**config.mk**
```make
export PLATFORM = sky130hd
export DESIGN_NAME = mips_alu_issue
export DESIGN_NICKNAME = d
export VERILOG_FILES = /design/src/rtl/mips_alu_issue.sv
export SDC_FILE = /design/constraint.sdc
export NUM_CORES = 1
export LEC_CHECK = 0
export CELL_PAD_IN_SITES_DETAIL_PLACEMENT = 1
export CELL_PAD_IN_SITES_GLOBAL_PLACEMENT = 2
export CORE_UTILIZATION = 45
export CTS_CLUSTER_DIAMETER = 200
export DETAILED_ROUTE_END_ITERATION = 10
export DONT_BUFFER_PORTS = 1
export GPL_TIMING_DRIVEN = 0
export PLACE_DENSITY_LB_ADDON = 0.05
export SETUP_SLACK_MARGIN = 0.3
export SLEW_MARGIN = 10
export SYNTH_ARGS = -nofsm -noshare
export SYNTH_HDL_FRONTEND = slang
export SYNTH_SLANG_ARGS = --single-unit
```
**constraint.sdc**
```tcl
create_clock -name clk -period 21.4 [get_ports clk]
set_input_delay 3.21 -clock clk [delete_from_list [all_inputs] [get_ports clk]]
set_output_delay 3.21 -clock clk [all_outputs]
set_load 0.01 [all_outputs]
```
**src/rtl/mips_alu_issue.sv**
```systemverilog
// mips_alu_issue
//
// Issue and writeback sequencer for the 8-bit MIPS ALU subset. It accepts one
// instruction over a valid/ready handshake, decodes it into an ALU control code,
// and presents the operands from a 32 x 8-bit register file. One cycle later it
// captures the combinational ALU result and writes it back. Each instruction
// takes three cycles: IDLE (accept), ISSUE (operands on the ALU), RETIRE (done).
//
// Ports
//   clk          : single clock, all state changes on the rising edge
//   reset        : asynchronous, active-high, clears all state
//   instr_valid  : instruction offered
//   instr[31:0]  : MIPS instruction (op/rs/rt/rd/funct/imm fields)
//   instr_ready  : high only in IDLE, sequencer can accept
//   alu_ctl[3:0] : registered ALU operation code
//   alu_a[7:0]   : registered ALU operand A
//   alu_b[7:0]   : registered ALU operand B
//   alu_out[7:0] : combinational ALU result, sampled at the end of ISSUE
//   alu_zero     : ALU zero flag, sampled at the end of ISSUE
//   done         : one-cycle retire pulse
//   branch_taken : with done, beq condition true
//   illegal      : with done, instruction not decodable
//   dbg_addr[4:0]: register file debug read address
//   dbg_data[7:0]: combinational read of the addressed register (r0 reads 0)

module mips_alu_issue (
    input  logic        clk,
    input  logic        reset,
    input  logic        instr_valid,
    input  logic [31:0] instr,
    output logic        instr_ready,
    output logic [3:0]  alu_ctl,
    output logic [7:0]  alu_a,
    output logic [7:0]  alu_b,
    input  logic [7:0]  alu_out,
    input  logic        alu_zero,
    output logic        done,
    output logic        branch_taken,
    output logic        illegal,
    input  logic [4:0]  dbg_addr,
    output logic [7:0]  dbg_data
);

    typedef enum logic [1:0] {
        S_IDLE   = 2'd0,
        S_ISSUE  = 2'd1,
        S_RETIRE = 2'd2
    } state_t;

    localparam logic [3:0] CTL_AND     = 4'b0000;
    localparam logic [3:0] CTL_OR      = 4'b0001;
    localparam logic [3:0] CTL_ADD     = 4'b0010;
    localparam logic [3:0] CTL_SUB     = 4'b0110;
    localparam logic [3:0] CTL_SLT     = 4'b0111;
    localparam logic [3:0] CTL_NOR     = 4'b1100;
    localparam logic [3:0] CTL_ILLEGAL = 4'b1111;

    state_t     state;
    logic [7:0] regs [32];

    // Writeback bookkeeping latched at accept and consumed at the end of ISSUE.
    logic [4:0] dest_p1;
    logic       wr_en_p1;
    logic       beq_p1;
    logic       ill_p1;

    // Instruction fields
    logic [5:0] op;
    logic [4:0] rs;
    logic [4:0] rt;
    logic [4:0] rd;
    logic [5:0] funct;
    logic [7:0] imm;

    assign op    = instr[31:26];
    assign rs    = instr[25:21];
    assign rt    = instr[20:16];
    assign rd    = instr[15:11];
    assign funct = instr[5:0];
    assign imm   = instr[7:0];

    // Bits [10:8] belong to neither rd nor the 8-bit immediate.
    logic unused_instr_bits;
    assign unused_instr_bits = &{1'b0, instr[10:8]};

    // Register read ports; r0 is forced to zero on every read path.
    logic [7:0] rs_val;
    logic [7:0] rt_val;

    assign rs_val   = (rs == 5'd0) ? 8'h00 : regs[rs];
    assign rt_val   = (rt == 5'd0) ? 8'h00 : regs[rt];
    assign dbg_data = (dbg_addr == 5'd0) ? 8'h00 : regs[dbg_addr];

    // R-type funct to ALU code; CTL_ILLEGAL marks an undecodable funct.
    function automatic logic [3:0] rtype_ctl(input logic [5:0] f);
        case (f)
            6'h24:   rtype_ctl = CTL_AND;
            6'h25:   rtype_ctl = CTL_OR;
            6'h20:   rtype_ctl = CTL_ADD;
            6'h22:   rtype_ctl = CTL_SUB;
            6'h2A:   rtype_ctl = CTL_SLT;
            6'h27:   rtype_ctl = CTL_NOR;
            default: rtype_ctl = CTL_ILLEGAL;
        endcase
    endfunction

    // Combinational decode of the offered instruction.
    logic [3:0] dec_ctl;
    logic [7:0] dec_a;
    logic [7:0] dec_b;
    logic [4:0] dec_dest;
    logic       dec_we;
    logic       dec_beq;
    logic       dec_ill;

    always_comb begin
        dec_ctl  = CTL_ILLEGAL;
        dec_a    = 8'h00;
        dec_b    = 8'h00;
        dec_dest = 5'd0;
        dec_we   = 1'b0;
        dec_beq  = 1'b0;
        dec_ill  = 1'b1;
        case (op)
            6'h00: begin
                if (rtype_ctl(funct) != CTL_ILLEGAL) begin
                    dec_ctl  = rtype_ctl(funct);
                    dec_a    = rs_val;
                    dec_b    = rt_val;
                    dec_dest = rd;
                    dec_we   = 1'b1;
                    dec_ill  = 1'b0;
                end
            end
            6'h08, 6'h0C, 6'h0D, 6'h0A: begin
                case (op)
                    6'h08:   dec_ctl = CTL_ADD;
                    6'h0C:   dec_ctl = CTL_AND;
                    6'h0D:   dec_ctl = CTL_OR;
                    default: dec_ctl = CTL_SLT;
                endcase
                dec_a    = rs_val;
                dec_b    = imm;
                dec_dest = rt;
                dec_we   = 1'b1;
                dec_ill  = 1'b0;
            end
            6'h04: begin
                dec_ctl = CTL_SUB;
                dec_a   = rs_val;
                dec_b   = rt_val;
                dec_beq = 1'b1;
                dec_ill = 1'b0;
            end
            default: ;
        endcase
    end

    // Sequencer: every output is registered, and done/branch_taken/illegal
    // default low so they can only be high during RETIRE.
    always_ff @(posedge clk or posedge reset) begin
        if (reset) begin
            state        <= S_IDLE;
            instr_ready  <= 1'b1;
            alu_ctl      <= CTL_ILLEGAL;
            alu_a        <= 8'h00;
            alu_b        <= 8'h00;
            done         <= 1'b0;
            branch_taken <= 1'b0;
            illegal      <= 1'b0;
            dest_p1      <= 5'd0;
            wr_en_p1     <= 1'b0;
            beq_p1       <= 1'b0;
            ill_p1       <= 1'b0;
            for (int i = 0; i < 32; i++) begin
                regs[i] <= 8'h00;
            end
        end else begin
            done         <= 1'b0;
            branch_taken <= 1'b0;
            illegal      <= 1'b0;
            case (state)
                // IDLE -> ISSUE: latch decode, operands stay stable until next accept
                S_IDLE: begin
                    if (instr_valid) begin
                        state       <= S_ISSUE;
                        instr_ready <= 1'b0;
                        alu_ctl     <= dec_ctl;
                        alu_a       <= dec_a;
                        alu_b       <= dec_b;
                        dest_p1     <= dec_dest;
                        wr_en_p1    <= dec_we;
                        beq_p1      <= dec_beq;
                        ill_p1      <= dec_ill;
                    end
                end
                // ISSUE -> RETIRE: sample the ALU, write back, raise retire flags
                S_ISSUE: begin
                    state        <= S_RETIRE;
                    done         <= 1'b1;
                    branch_taken <= beq_p1 & alu_zero;
                    illegal      <= ill_p1;
                    if (wr_en_p1 && (dest_p1 != 5'd0)) begin
                        regs[dest_p1] <= alu_out;
                    end
                end
                // RETIRE -> IDLE
                S_RETIRE: begin
                    state       <= S_IDLE;
                    instr_ready <= 1'b1;
                end
                default: begin
                    state       <= S_IDLE;
                    instr_ready <= 1'b1;
                end
            endcase
        end
    end

endmodule

```
-- After elaboration in Yosys (flattened, before gate mapping)
Index checks and enable logic that the tools add are counted.
- equality and inequality tests: 14
- reduce and logical (&&, ||, !) cells: 13
- bitwise logic cells: 6
- multiplexer cells: 38
- $lt $le $gt $ge: 5
- operator list (cell ; count):
    bitwise mux 256 bit ; 1
    binary-select mux 8 bit (select 5 bit) ; 3
    two-way mux 8 bit ; 12
    demux 8 bit (select 5 bit) ; 1
    == test 6 bit, second input constant ; 6
    == test 6 x 4 -> 1 bit, second input constant ; 4
    >= comparator 6 bit, second input constant ; 4
    NOT 5 -> 6 bit ; 4
    case mux 4 bit (6 select lines) ; 1
    case mux 8 bit (3 select lines) ; 1
    case mux 8 bit (2 select lines) ; 1
    zero test 5 bit ; 3
    case mux 4 bit (3 select lines) ; 1
    case mux 5 bit (2 select lines) ; 1
    case mux 3 bit (3 select lines) ; 1
    two-way mux 4 bit ; 2
    two-way mux 1 bit ; 7
    == test 6 x 3 -> 1 bit, second input constant ; 1
    zero test 6 bit ; 1
    less-than comparator 6 x 1 -> 1 bit, second input constant ; 1
    case mux 1 bit (2 select lines) ; 3
    AND reduction 2 bit ; 3
    two-way mux 5 bit ; 1
    nonzero test 5 bit ; 1
    11 further kinds ; 12
- bits of input ports: 49
- word-level logic and storage cells: 120
- output and inout bits: 32
- register bits: 290

-- Logic depth before layout (Yosys ltp)
- word-level depth: 7
- depth in mapped cells: 8
- depth with buffers taken out: 6

-- Worst setup path before layout
Ideal clock, no wire load.
- path kind: in2out
- start point: input port dbg_addr[1]
- end point: output port dbg_data[0]
- cell stages on the path: 6
- data required time: 18190 ps
- data arrival time: 4680 ps
- path slack: 13510 ps
- path buffers: 2
- cells stage by stage: buf_2 clkbuf_1 mux4_2 mux4_2 nand2_1 o21ai_1
- word-level cells in the longest chain between the ends: 5
- elaborated cells on any way between the ends: 6
- classes of those cells: mux: 4; bitwise: 1; reduce/logical: 1
- RTL lines (item ; line ; source):
    start, declared ; 40 ; input logic [4:0] dbg_addr,
    NOT 5 -> 6 bit (not written as such) ; 92 ; assign dbg_data = (dbg_addr == 5'd0) ? 8'h00 : regs[dbg_addr];
    binary-select mux 8 bit (select 5 bit) ; 92 ;
    two-way mux 8 bit (not written as such) (2 in a row) ; 92 ;
    two-way mux 8 bit * ; 92 ;
    end, declared ; 41 ; output logic [7:0] dbg_data
Mark *: on every way between the ends. The rest lies on a longest branch, timed or not. The select of a mux whose other input is x is not followed.

-- Worst setup path in the final report
- start point: input port dbg_addr[1]
- end point: output port dbg_data[2]
Same word-level chain as after synthesis.

==> results by group <==
Floorplanning
  • Die Height: ~200 um
  • Ports: between 80 and 90
  • Die W: ~200 um
  • Core area: between 0.03 and 0.04 mm2
  • Die area: slightly above 0.04 mm2
  • Initial Util: 45.8%
  • Cell row count: 72

Hold path
  • Hold path start: beq_p1$_DFFE_PP0P_
  • Hold path endpoint: beq_p1$_DFFE_PP0P_
  • WHS Path Cells: 2
  • Hold WC Path Type: reg2reg

Synth
  • Avg Inst Size Synth: 12.7 um2
  • Post-synth top cells: 285 x dfrtp_1, 258 x mux2_1, 189 x mux2i_1
  • Yosys top cell by area: dfrtp_1
  • Syn Inst Count: 1395
  • Post-synth top area share: about two fifths
  • Sequential area share after synthesis: slightly above 40%
  • Ys flop type: dfrtp_1
  • Number of flops mapped to enable cells by yosys: 0
  • Top-count cell post-synth: dfrtp_1
  • Yosys reg bits: 290
  • Async S/R FF share, synth: 100%
  • Post-synthesis cell area: 0.0177 mm2
  • Syn_nets: around 1400
  • Ys Warns: 0
  • Distinct cells, synth: 56
  • Top cells by area, synth: dfrtp_1 40%, mux2_1 16%, mux4_2 14%

Finish
  • Layout cells sized above 1: approximately 17%
  • Ant. Diodes: 0
  • Layout area overhead: 11.0%
  • Final #Nets: between 1000 and 1500

GRT
  • Met3 global-route usage: a little under 8%
  • Largest net degree at the start of global routing: between 100 and 150
  • Met2 usage: between 50% and 60%
  • GR Overflow Total: 0
  • GRT Total Usage: between 30% and 40%
  • Initial antenna violation count: 1
  • First-pass GRT wire length: between 100 and 150 mm
  • Met1 Use GR: between 40% and 50%
  • Vias in the first global route: ~14000
  • GRT Max-Usage Layer: met2

Route
  • Drt pass-1 iters: 5
  • Drt via density: 6.85
  • DRC Markers: 0
  • Vias: between 10000 and 15000
  • WL per Instance: ~36 um
  • Initial DRC Count: roughly 1300
  • Antenna Nets Post-Route: 0
  • Final WL: roughly 72 mm

Critical path
  • Kind of critical path: in2out
  • CP Max Fanout: 10
  • Crit path required time: 18190 ps
  • R2R Path Start: state[1]$_DFFE_PP0N_
  • R2r worst-path depth: 6
  • Worst EP arrival: approximately 5800 ps
  • Reg-to-reg endpoint: regs[68]$_DFFE_PP0P_
  • Crit path launch type: input pin
  • Critical Path Sink Type: output port
  • R2R Setup Slk: about 19000 ps

Power
  • Peak VDD IR: 0.0646 mV
  • Power Density: 72.5 mW/mm2
  • Pleak: between 8 and 9 nW

Timing
  • Final Skew: 17.2 ps
  • Fin crit period: between 8000 and 9000 ps
  • Max frequency: 0.112 GHz
  • Fin crit share: between 40% and 50%
  • Hold Slack: about 470 ps
  • Slew Limit Fails: 0
  • Final hold vios: 0
  • RSZ-0062 raised after global routing: false
  • Sum Neg Setup Slack: 0 ps
  • Final-report setup violation count: 0
  • Worst-margin pin slew: approximately 1200 ps
  • Slew headroom: 19.7%

Clocking
  • CTS buffer count: 36
  • Reg clk slew, reported paths: roughly 60 ps
  • Setup bufs post-CTS: 0
  • Clock sink count: 290
  • H-tree levels: 2
  • CTS resizes: 0
  • TritonCTS clock tree: built
  • Root Driver: clkbuf_16
  • Post-cts hold buffer count: 0
  • Later-pin clock latency in the skew report: around 570 ps
  • Longest Clk Path Bufs: 3

Place
  • Number of port buffers: 0
  • DP HPWL: 51.5 mm
  • Placer Congestion: 0.933

Job
  • Max_cap viols: 0

Outcome
  • Status: complete, no violations
## layer usage
metal	vias up	share of wire, %
met5	-	0
met3	185	8.0
met2	656	46
met4	0	4.6
met1	7284	41
li1	5448	-
## stage by stage
stage	setup WS [ps]	util (%)	power (mW)	area (um2)	std cells
3_3_place_gp	6680	47.5	0.776	18400	1913
3_5_place_dp	12540	47.7	0.780	18500	1916
2_1_floorplan	10190	-	0.709	17700	1395
6_report	12440	50.8	1.43	19700	1981
5_1_grt	12490	50.8	1.46	19700	1981
4_1_cts	12540	50.8	1.43	19700	1981
## area by class of cell
class / count / area [um2]
Inverter: 15 / 63.8
Buffer: 127 / 619
Clock buffer: 48 / 1030
Tap cell: 518 / 648
Multi-Input combinational cell: 963 / 9800
Clock inverter: 17 / 203
Sequential cell: 290 / 7260
Timing Repair Buffer: 3 / 62.6
Fill cell: 3952 / 19000
## power by group
group | switching (mW) | total, mW | internal [mW]
sequential | 0.0199 | 0.587 | 0.567
clock | 0.267 | 0.654 | 0.387
combinational | 0.121 | 0.187 | 0.0663
## worst max-delay path, stage by stage
cell,delay [ps]
buf_2,400
clkbuf_1,860
mux4_2,450
mux4_2,530
nand2_1,120
o21ai_1,170
## registers in the layout, indices dropped and copies added (netlist names)
name / flops
alu_b: 8
dest_p1: 5
ill_p1: 1
illegal: 1
done: 1
branch_taken: 1
beq_p1: 1
alu_a: 8
alu_ctl: 4
state: 2
wr_en_p1: 1
instr_ready: 1
regs: 256
## cells by family (layout without fill, tap and decap cells)
group | after synthesis | after routing | share of synthesized area (%)
flip-flops | 290 | 290 | 41.0
multiplexers | 557 | 557 | 41.0
XOR/XNOR | 1 | 1 | 0.0494
buffers and inverters | 142 | 210 | 3.81
AO/OA/AOI/OAI | 188 | 188 | 7.33
AND/OR/NAND/NOR | 217 | 217 | 6.83
## layout by cell type, fill, tap and decap left out, types with 3 or more instances in the layout
cell	count
inv_1	13
clkbuf_1	77
nand3_1	25
a32o_1	5
nor3_4	6
a31oi_1	4
mux4_2	110
clkbuf_8	6
buf_6	11
o211ai_1	10
o2111ai_1	4
o22ai_1	13
mux2_1	258
dfstp_2	5
nand2b_1	13
a22oi_1	69
bufinv_16	4
a21oi_1	38
dfrtp_1	285
and2_1	7
o21ai_1	19
o211a_1	3
a221oi_1	11
clkbuf_16	37
nand4_1	8
a221o_1	3
nor2b_1	11
nand2_1	76
nor2_1	30
nand4b_1	3
buf_4	6
and4_1	10
clkinvlp_4	4
clkinv_2	7
buf_2	33
mux2i_1	189
nor2_2	12
buf_1	6
## worst max-delay path by stage
stage / from / endpoint / slack [ps] / cells past startpoint
after floorplan: reset / alu_a[0]$_DFFE_PP0P_ / 10190 / 1
after global placement: reset / done$_DFF_PP0_ / 6680 / 1
after detailed placement: dbg_addr[1] / dbg_data[1] / 12540 / 6
after CTS: dbg_addr[1] / dbg_data[1] / 12540 / 6
after global routing: dbg_addr[1] / dbg_data[1] / 12490 / 6
final: dbg_addr[1] / dbg_data[2] / 12440 / 6
(Power assumes the default switching activity.)
